## config.mk

```make
export PLATFORM = sky130hd
export DESIGN_NAME = fetch_unit
export DESIGN_NICKNAME = d
export VERILOG_FILES = /design/src/rtl/fetch_unit.sv
export SDC_FILE = /design/constraint.sdc
export NUM_CORES = 1
export LEC_CHECK = 0
export BUFFER_PORTS_ARGS = -buffer_cell sky130_fd_sc_hd__buf_2
export CAP_MARGIN = 20
export CORE_ASPECT_RATIO = 1.5
export CORE_MARGIN = 2
export CORE_UTILIZATION = 50
export DETAILED_ROUTE_END_ITERATION = 7
export PLACE_DENSITY = 0.73
export SETUP_SLACK_MARGIN = 0.5
export SLEW_MARGIN = 20
export SYNTH_ARGS = -nofsm -noshare
export SYNTH_HDL_FRONTEND = slang
export SYNTH_SLANG_ARGS = --single-unit
```

## constraint.sdc

```tcl
create_clock -name clk -period 7.2 [get_ports clk]
set_input_delay 0.72 -clock clk [delete_from_list [all_inputs] [get_ports clk]]
set_output_delay 0.72 -clock clk [all_outputs]
set_load 0.1 [all_outputs]
```

## src/rtl/fetch_unit.sv

```systemverilog
// fetch_unit: Thumb fetch stage. Reads 32-bit words from instruction
// memory (single outstanding req/ack) and splits them into halfwords that
// are buffered in a prefetch FIFO. One halfword per cycle goes to the
// decoder through the registered o_ir / o_pc_r / o_ir_valid outputs.
// Ports: clk, rst (sync, active-high); i_stall, i_branch, i_branch_target
// from the decoder; o_imem_req/o_imem_addr/i_imem_ack/i_imem_rdata to
// instruction memory; o_ir, o_ir_valid, o_pc_r to the decoder.
module fetch_unit #(
  parameter logic [31:0] RESET_PC   = 32'h0000_0000,
  parameter int          FIFO_DEPTH = 4
) (
  input  logic        clk,
  input  logic        rst,
  input  logic        i_stall,
  input  logic        i_branch,
  input  logic [31:0] i_branch_target,
  output logic        o_imem_req,
  output logic [31:0] o_imem_addr,
  input  logic        i_imem_ack,
  input  logic [31:0] i_imem_rdata,
  output logic [15:0] o_ir,
  output logic        o_ir_valid,
  output logic [31:0] o_pc_r
);

  localparam int AW = $clog2(FIFO_DEPTH);
  localparam logic [AW:0] DEPTH = (AW+1)'(FIFO_DEPTH);
  localparam logic [AW:0] TWO   = (AW+1)'(2);
  localparam logic [AW:0] ONE   = (AW+1)'(1);
  localparam logic [AW:0] ZERO  = '0;

  localparam logic [1:0] S_IDLE = 2'd0;
  localparam logic [1:0] S_REQ  = 2'd1;
  localparam logic [1:0] S_DROP = 2'd2;

  logic [1:0]    state;
  logic [1:0]    state_nx;
  logic [1:0]    state_br;
  logic [31:0]   fa;
  logic [31:0]   hpc;
  logic          skip;

  logic [15:0]   q [FIFO_DEPTH];
  logic [AW-1:0] wp;
  logic [AW-1:0] wp1;
  logic [AW-1:0] rp;
  logic [AW:0]   cnt;
  logic [AW:0]   free;

  logic          ack_ok;
  logic          do_push;
  logic          ld;
  logic          do_pop;
  logic [AW:0]   n_push;
  logic [AW:0]   n_pop;

  assign o_imem_req  = (state == S_REQ);
  assign o_imem_addr = fa;
  assign free        = DEPTH - cnt;
  assign wp1         = wp + AW'(1);

  always_comb begin
    ack_ok  = (state == S_REQ) && i_imem_ack;
    do_push = ack_ok && !i_branch && !rst;
    n_push  = ZERO;
    if (do_push) n_push = skip ? ONE : TWO;
    ld      = !o_ir_valid || !i_stall;
    do_pop  = ld && (cnt != ZERO) && !i_branch;
    n_pop   = do_pop ? ONE : ZERO;
  end

  always_comb begin
    state_nx = state;
    unique case (state)
      S_IDLE: if (free >= TWO) state_nx = S_REQ;
      S_REQ:  if (i_imem_ack) state_nx = S_IDLE;
      S_DROP: if (i_imem_ack) state_nx = S_IDLE;
      default: state_nx = S_IDLE;
    endcase
  end

  // On redirect an in-flight read must still be retired: without its ack
  // we park in DROP; an ack arriving in the branch cycle retires it now.
  always_comb begin
    state_br = S_IDLE;
    unique case (state)
      S_IDLE: state_br = S_IDLE;
      S_REQ:  state_br = i_imem_ack ? S_IDLE : S_DROP;
      S_DROP: state_br = i_imem_ack ? S_IDLE : S_DROP;
      default: state_br = S_IDLE;
    endcase
  end

  // A skipped lower half means the word starts mid-word after a branch.
  always_ff @(posedge clk) begin
    if (do_push) begin
      if (skip) begin
        q[wp] <= i_imem_rdata[31:16];
      end else begin
        q[wp]  <= i_imem_rdata[15:0];
        q[wp1] <= i_imem_rdata[31:16];
      end
    end
  end

  always_ff @(posedge clk) begin
    if (rst) begin
      state      <= S_IDLE;
      fa         <= RESET_PC & ~32'd3;
      skip       <= RESET_PC[1];
      hpc        <= RESET_PC & ~32'd1;
      wp         <= '0;
      rp         <= '0;
      cnt        <= '0;
      o_ir       <= '0;
      o_ir_valid <= 1'b0;
      o_pc_r     <= RESET_PC & ~32'd1;
    end else if (i_branch) begin
      state      <= state_br;
      fa         <= i_branch_target & ~32'd3;
      skip       <= i_branch_target[1];
      hpc        <= i_branch_target & ~32'd1;
      wp         <= '0;
      rp         <= '0;
      cnt        <= '0;
      o_ir_valid <= 1'b0;
    end else begin
      state <= state_nx;
      if (ack_ok) begin
        fa   <= fa + 32'd4;
        skip <= 1'b0;
      end
      wp  <= wp + n_push[AW-1:0];
      rp  <= rp + n_pop[AW-1:0];
      cnt <= cnt + n_push - n_pop;
      if (ld) begin
        if (cnt != ZERO) begin
          o_ir       <= q[rp];
          o_pc_r     <= hpc;
          hpc        <= hpc + 32'd2;
          o_ir_valid <= 1'b1;
        end else begin
          o_ir_valid <= 1'b0;
        end
      end
    end
  end

endmodule
```

* Word-level counts from Yosys, hierarchy flattened
Memories as Yosys holds them, arrays and structs flattened. A register that Yosys moved wholly into a read port is not among the register bits.
Cells that the tools add are included.
W data, S select, Z words.
** Cells by class
- Add/sub/neg operators :: 8
- Bitwise operators :: 2
- Multiplexer cells :: 24
- Reductions and logical operators :: 21
- Eq/ne operators :: 4
- Order comparisons :: 1
** Operators with widths (count)
- $mux W32 :: 5
- $add A32 B2 Y32 const B :: 1
- $add A32 B3 Y32 const B :: 1
- $mux W16 :: 1
- $mux W2 :: 7
- $mux W1 :: 10
- $reduce_and A2 Y1 :: 3
- $reduce_bool A2 Y1 :: 3
- $logic_and A1 B1 Y1 :: 5
- $logic_not A1 Y1 :: 4
- $pmux W2 S2 :: 1
- $reduce_or A2 Y1 :: 2
- $add A3 B2 Y3 :: 1
- $ge A3 B2 Y1 const B :: 1
- $ne A3 B1 Y1 const B :: 1
- $ne A3 B3 Y1 const B :: 1
- $reduce_and A3 Y1 :: 1
- $reduce_bool A3 Y1 :: 1
- $sub A3 B1 Y3 :: 1
- $sub A3 B3 Y3 const A :: 1
- $add A2 B1 Y2 :: 1
- $add A2 B1 Y2 const B :: 1
- $add A2 B2 Y2 :: 1
- $eq A2 B1 Y1 const B :: 1
- other kinds (5) :: 5
** Storage, ports and cells
- Memory bits (writable) :: 64
- Bits in registers :: 107
- Output and inout bits :: 82
- Bits of input ports :: 69
- Memories kept :: 1
- Logic and storage cells :: 72
** Memories
- q :: words 4, bits a word 16, read ports 1, clocked after Yosys merged registers in 1, write ports 2, RTL line 43 : logic [15:0] q [FIFO_DEPTH];

* Logic depth before layout (Yosys ltp)
- Word-level depth :: 7
- Mapped depth :: 12
- Mapped depth without buffers :: 11

* Least setup slack after synthesis
OpenSTA, ideal clock, no wires.
- Kind :: flip-flop to flip-flop
- Start :: register state[1]
- End :: register cnt[2]
- Buffers on the path :: 1
- Slack :: 3.865 ns
- Setup time :: 0.115 ns
- Data arrival time :: 3.219 ns
- Cell stages (with the launch flop) :: 12
- Cells stage by stage :: dfxtp_1 inv_1 ha_1 nand2_1 or3_1 buf_6 ha_1 inv_1 fa_1 xnor2_1 xnor2_1 nor2_1
** Between the ends
- Word-level cells in the longest chain between the ends :: 7
** Ends and longest elaborated chain
- from (decl) :: RTL line 36 : logic [1:0] state;
- from (signal assigned) :: RTL line 119 : state <= state_br;
- from (signal assigned) :: RTL line 128 : state <= state_nx;
- $eq A2 B1 Y1
- named net o_imem_req :: RTL line 17 : output logic o_imem_req,
- $logic_and A1 B1 Y1 :: RTL line 63 : ack_ok = (state == S_REQ) && i_imem_ack;
- $logic_and A1 B1 Y1 (2 in a row) :: RTL line 64 : do_push = ack_ok && !i_branch && !rst;
- $mux W2 :: RTL line 66 : if (do_push) n_push = skip ? ONE : TWO;
- $add A3 B2 Y3 :: RTL line 135 : cnt <= cnt + n_push - n_pop;
- $sub A3 B1 Y3 :: RTL line 135
- to (signal assigned) :: RTL line 135
- to (decl) :: RTL line 47 : logic [AW:0] cnt;
The timed path passes the listed nets, and every way through them passes these cells.
A chain may end at the register's enable or synchronous reset.

* Final worst setup path
- Start :: input port rst
- End :: register cnt[2]
** Between the ends
- Word-level cells in the longest chain between the ends :: 5
- Elaborated cells on any way between the ends :: 6
- Those cells by class :: add/sub (2); mux (1); reduce/logical (3)
** Ends and longest elaborated chain
- from (decl) :: RTL line 13 : input logic rst,
- $logic_not A1 Y1 :: RTL line 64
- $logic_and A1 B1 Y1 :: RTL line 64
- $mux W2 :: RTL line 66
- $add A3 B2 Y3 :: RTL line 135
- $sub A3 B1 Y3 :: RTL line 135
Several ways; a longest one is shown, not always the timed one.

==> results_dict.tcl <==
set metrics [dict create \
    hold_viol_final 0 \
    cellPowerDensity_nw_per_um2 237.1 \
    first_global_vias 6322 \
    ys_async_sr_fraction_pct 0 \
    critPathSlowestCell "or3_1" \
    crit_type "in -> reg" \
    critPathLaunch "rst" \
    slew_headroom_pct 34.76 \
    synthCells 822 \
    stdcell_area_um2 10010 \
    rsz0062_at_grt "no" \
    drt_iter0_drc 468 \
    irDropWorstVdd_uv 176.6 \
    die_h_um 164.7 \
    fp.dieW_um 111.1 \
    syn2layout_area_growth_pct 16.33 \
    port_buffers 146 \
    skew_ns 0.01280 \
    tritoncts.num_buffers 17 \
    pre_cts_slack_ns 3.542 \
    leakage_nw 3.776 \
    fmax_ghz 0.3127 \
    diodes 0 \
    worstSetupEndpointType "flip-flop" \
    synth.top_cell.area_share_pct 27.68 \
    yosys_warnings 0 \
    vias 6449 \
    wl_per_cell_um 18.08 \
    grt.total_usage_pct 23.27 \
    yosys.area.top_type "dfxtp_1" \
    report.final.slew_viol_count 0 \
    start_util_pct 51.11 \
    first_pass_iters 4 \
    drcViolationCount 0 \
    setup_viol_count_final 0 \
    vias_per_cell 5.526 \
    hp-class "reg -> reg" \
    cp.required_ns 7.51 \
    hold_buffers 0 \
    dpl_cell_area_um2 9438 \
    gp_congestion 0.8103 \
    core_um2 16840 \
    layout_setup_ws_ns 4.002 \
    synth-edff-count 64 \
    die_area_um2 18300 \
    power_mw 2.374 \
    cts_tree "done" \
    cts_max_path_buffers 2 \
    fin_util_pct 59.46 \
    cts.sinks 183 \
    antenna_found_initial 1 \
    path_max_fanout 89 \
    worst_slew_pin_slew_ns 0.9776 \
    avgSynthCellArea_um2 10.47 \
    ant_nets 0 \
    boundaryPins 151 \
    clk_pin_slew_worst_paths_ns 0.07 \
    hold_ws_ns 0.4517 \
    finalCritPeriodShare_pct 44.42 \
    cts_root_buf "clkbuf_16" \
    synthDistinctLibCells 46 \
    crit_path_start_kind "primary input" \
    grt_max_degree 90 \
    cts-resized-gates 0 \
    cts_max_level 4 \
    synth-seq-cells 183 \
    grt_first_pass_wirelength_um 33040 \
    drive_gt1_share_pct 25.29 \
    dp_cells 1135 \
    critical_path.most_common_cell "xnor2_1" \
    outcome "finished, final reports clean" \
    dp_hpwl_um 14720 \
    synth_area_leaders "dfxtp_1, edfxtp_1, nand2_1, a21oi_1, mux2_2" \
    rows 58 \
    crit_chain "buf_2 -> buf_4 -> or2_1 -> or3_1 -> ha_1 -> inv_1 -> fa_1 -> xnor2_1 -> xnor2_1 -> nor2_1" \
    clkLatencyLatePin_ns 0.44 \
    ys_seq_area_share_pct 50.01 \
    post_cts_buffers 0 \
    mappedNetlistArea_um2 8606 \
    synth_ff_type "dfxtp_1" \
    hp-start "o_pc_r[14]" \
    period_minus_slack_ns 3.198 \
    overflow 0 \
    final_cells 1167 \
    fin_tns_setup_ns 0 \
    critPathMaxStageDelay_ns 0.58 \
    nNetsFinal 1024 \
    r2r_start "state[1]" \
    cp.arrival_ns 3.51 \
    maxCapViolCount 0 \
    wl_um 21100 \
]
-- cell usage after synthesis (4+ instances only) --
cell type  count
mux2_1        30
nand3_1       28
o21a_1         5
a21oi_1       81
buf_2          7
buf_1          5
mux4_2        16
clkbuf_1      31
and3_1        11
nor4_1         4
xor2_1        34
a21boi_0      35
nor2_1        27
ha_1          10
a211oi_1      12
nor3_1        13
dfxtp_1      119
xnor2_1       30
and2_1        11
and4_1         5
mux2_2        34
edfxtp_1      64
buf_6          5
nand2_1      116
inv_1         34
nand4_1       23
-- worst max-delay path, delay by kind of cell --
family                     cells  cell delay [ns]
adders and majority gates      2             0.81
and+or+nand+nor                3             1.11
xor gates and xnor gates       2             0.32
buffers and inverters          3             0.52
-- cells by family (layout without fill, tap and decap cells) --
logic type	count (synthesis)	in the layout	synth area share, %
simple gates	249	249	13.87
flops	183	183	50.01
compound gates	147	147	10.70
buf+inv	85	218	4.376
mux	82	82	12.79
xor+xnor	64	64	6.514
fa+ha+maj	11	11	1.687
other cells	1	3	0.04358
-- report_power, final --
group,internal (mW),total (mW),switching [mW]
sequential,1.10,1.14,0.0366
combinational,0.0832,0.320,0.237
clock,0.487,0.914,0.427
-- cells in the final DEF, fill, tap and decap left out, types with 12 or more instances in the layout --
master,count
dfxtp_1,119
clkbuf_16,17
nor2_1,24
buf_2,146
a211oi_1,12
a21boi_0,35
mux4_2,16
xor2_1,34
nand4_1,23
nand3_1,28
edfxtp_1,64
a21oi_1,81
inv_1,34
xnor2_1,30
mux2_1,30
mux2_2,34
nand2_1,116
-- layer usage --
| metal | part of all wire, % | up-vias | wire length, um | track usage, % |
|---|---|---|---|---|
| met5 | 0 | - | 0 | 0 |
| met3 | 4.9 | 47 | 1028 | 4.550 |
| met2 | 54 | 189 | 11420 | 43.17 |
| li1 | - | 3154 | - | - |
| met4 | 4.0 | 0 | 847 | 11.84 |
| met1 | 37 | 3059 | 7810 | 25.26 |
-- state kept, by name (all words and copies together) (netlist names) --
register,cells
q,64
hpc,31
o_pc_r,31
o_imem_addr,30
o_ir,16
cnt,3
rp,2
state,2
wp,2
o_ir_valid,1
skip,1
-- final timing paths --
kind,end,slack (ns),cells past startpoint
setup / recovery,cnt[2],4.00,10
hold / removal,o_pc_r[14],0.45,2
setup reg to reg,cnt[2],4.24,10
hold reg to reg,o_pc_r[14],0.45,2
-- cell type report --
class                   instances  area, um2
fillers                      1542       6825
flip-flops and latches        183       4304
multi-input cells             556       3968
repair buffers                152      775.7
clock buffers                  18      429.2
well taps                     210      262.8
clock inverters                14      143.9
inverters                      34      127.6
Power figures use the tool's default switching activity.
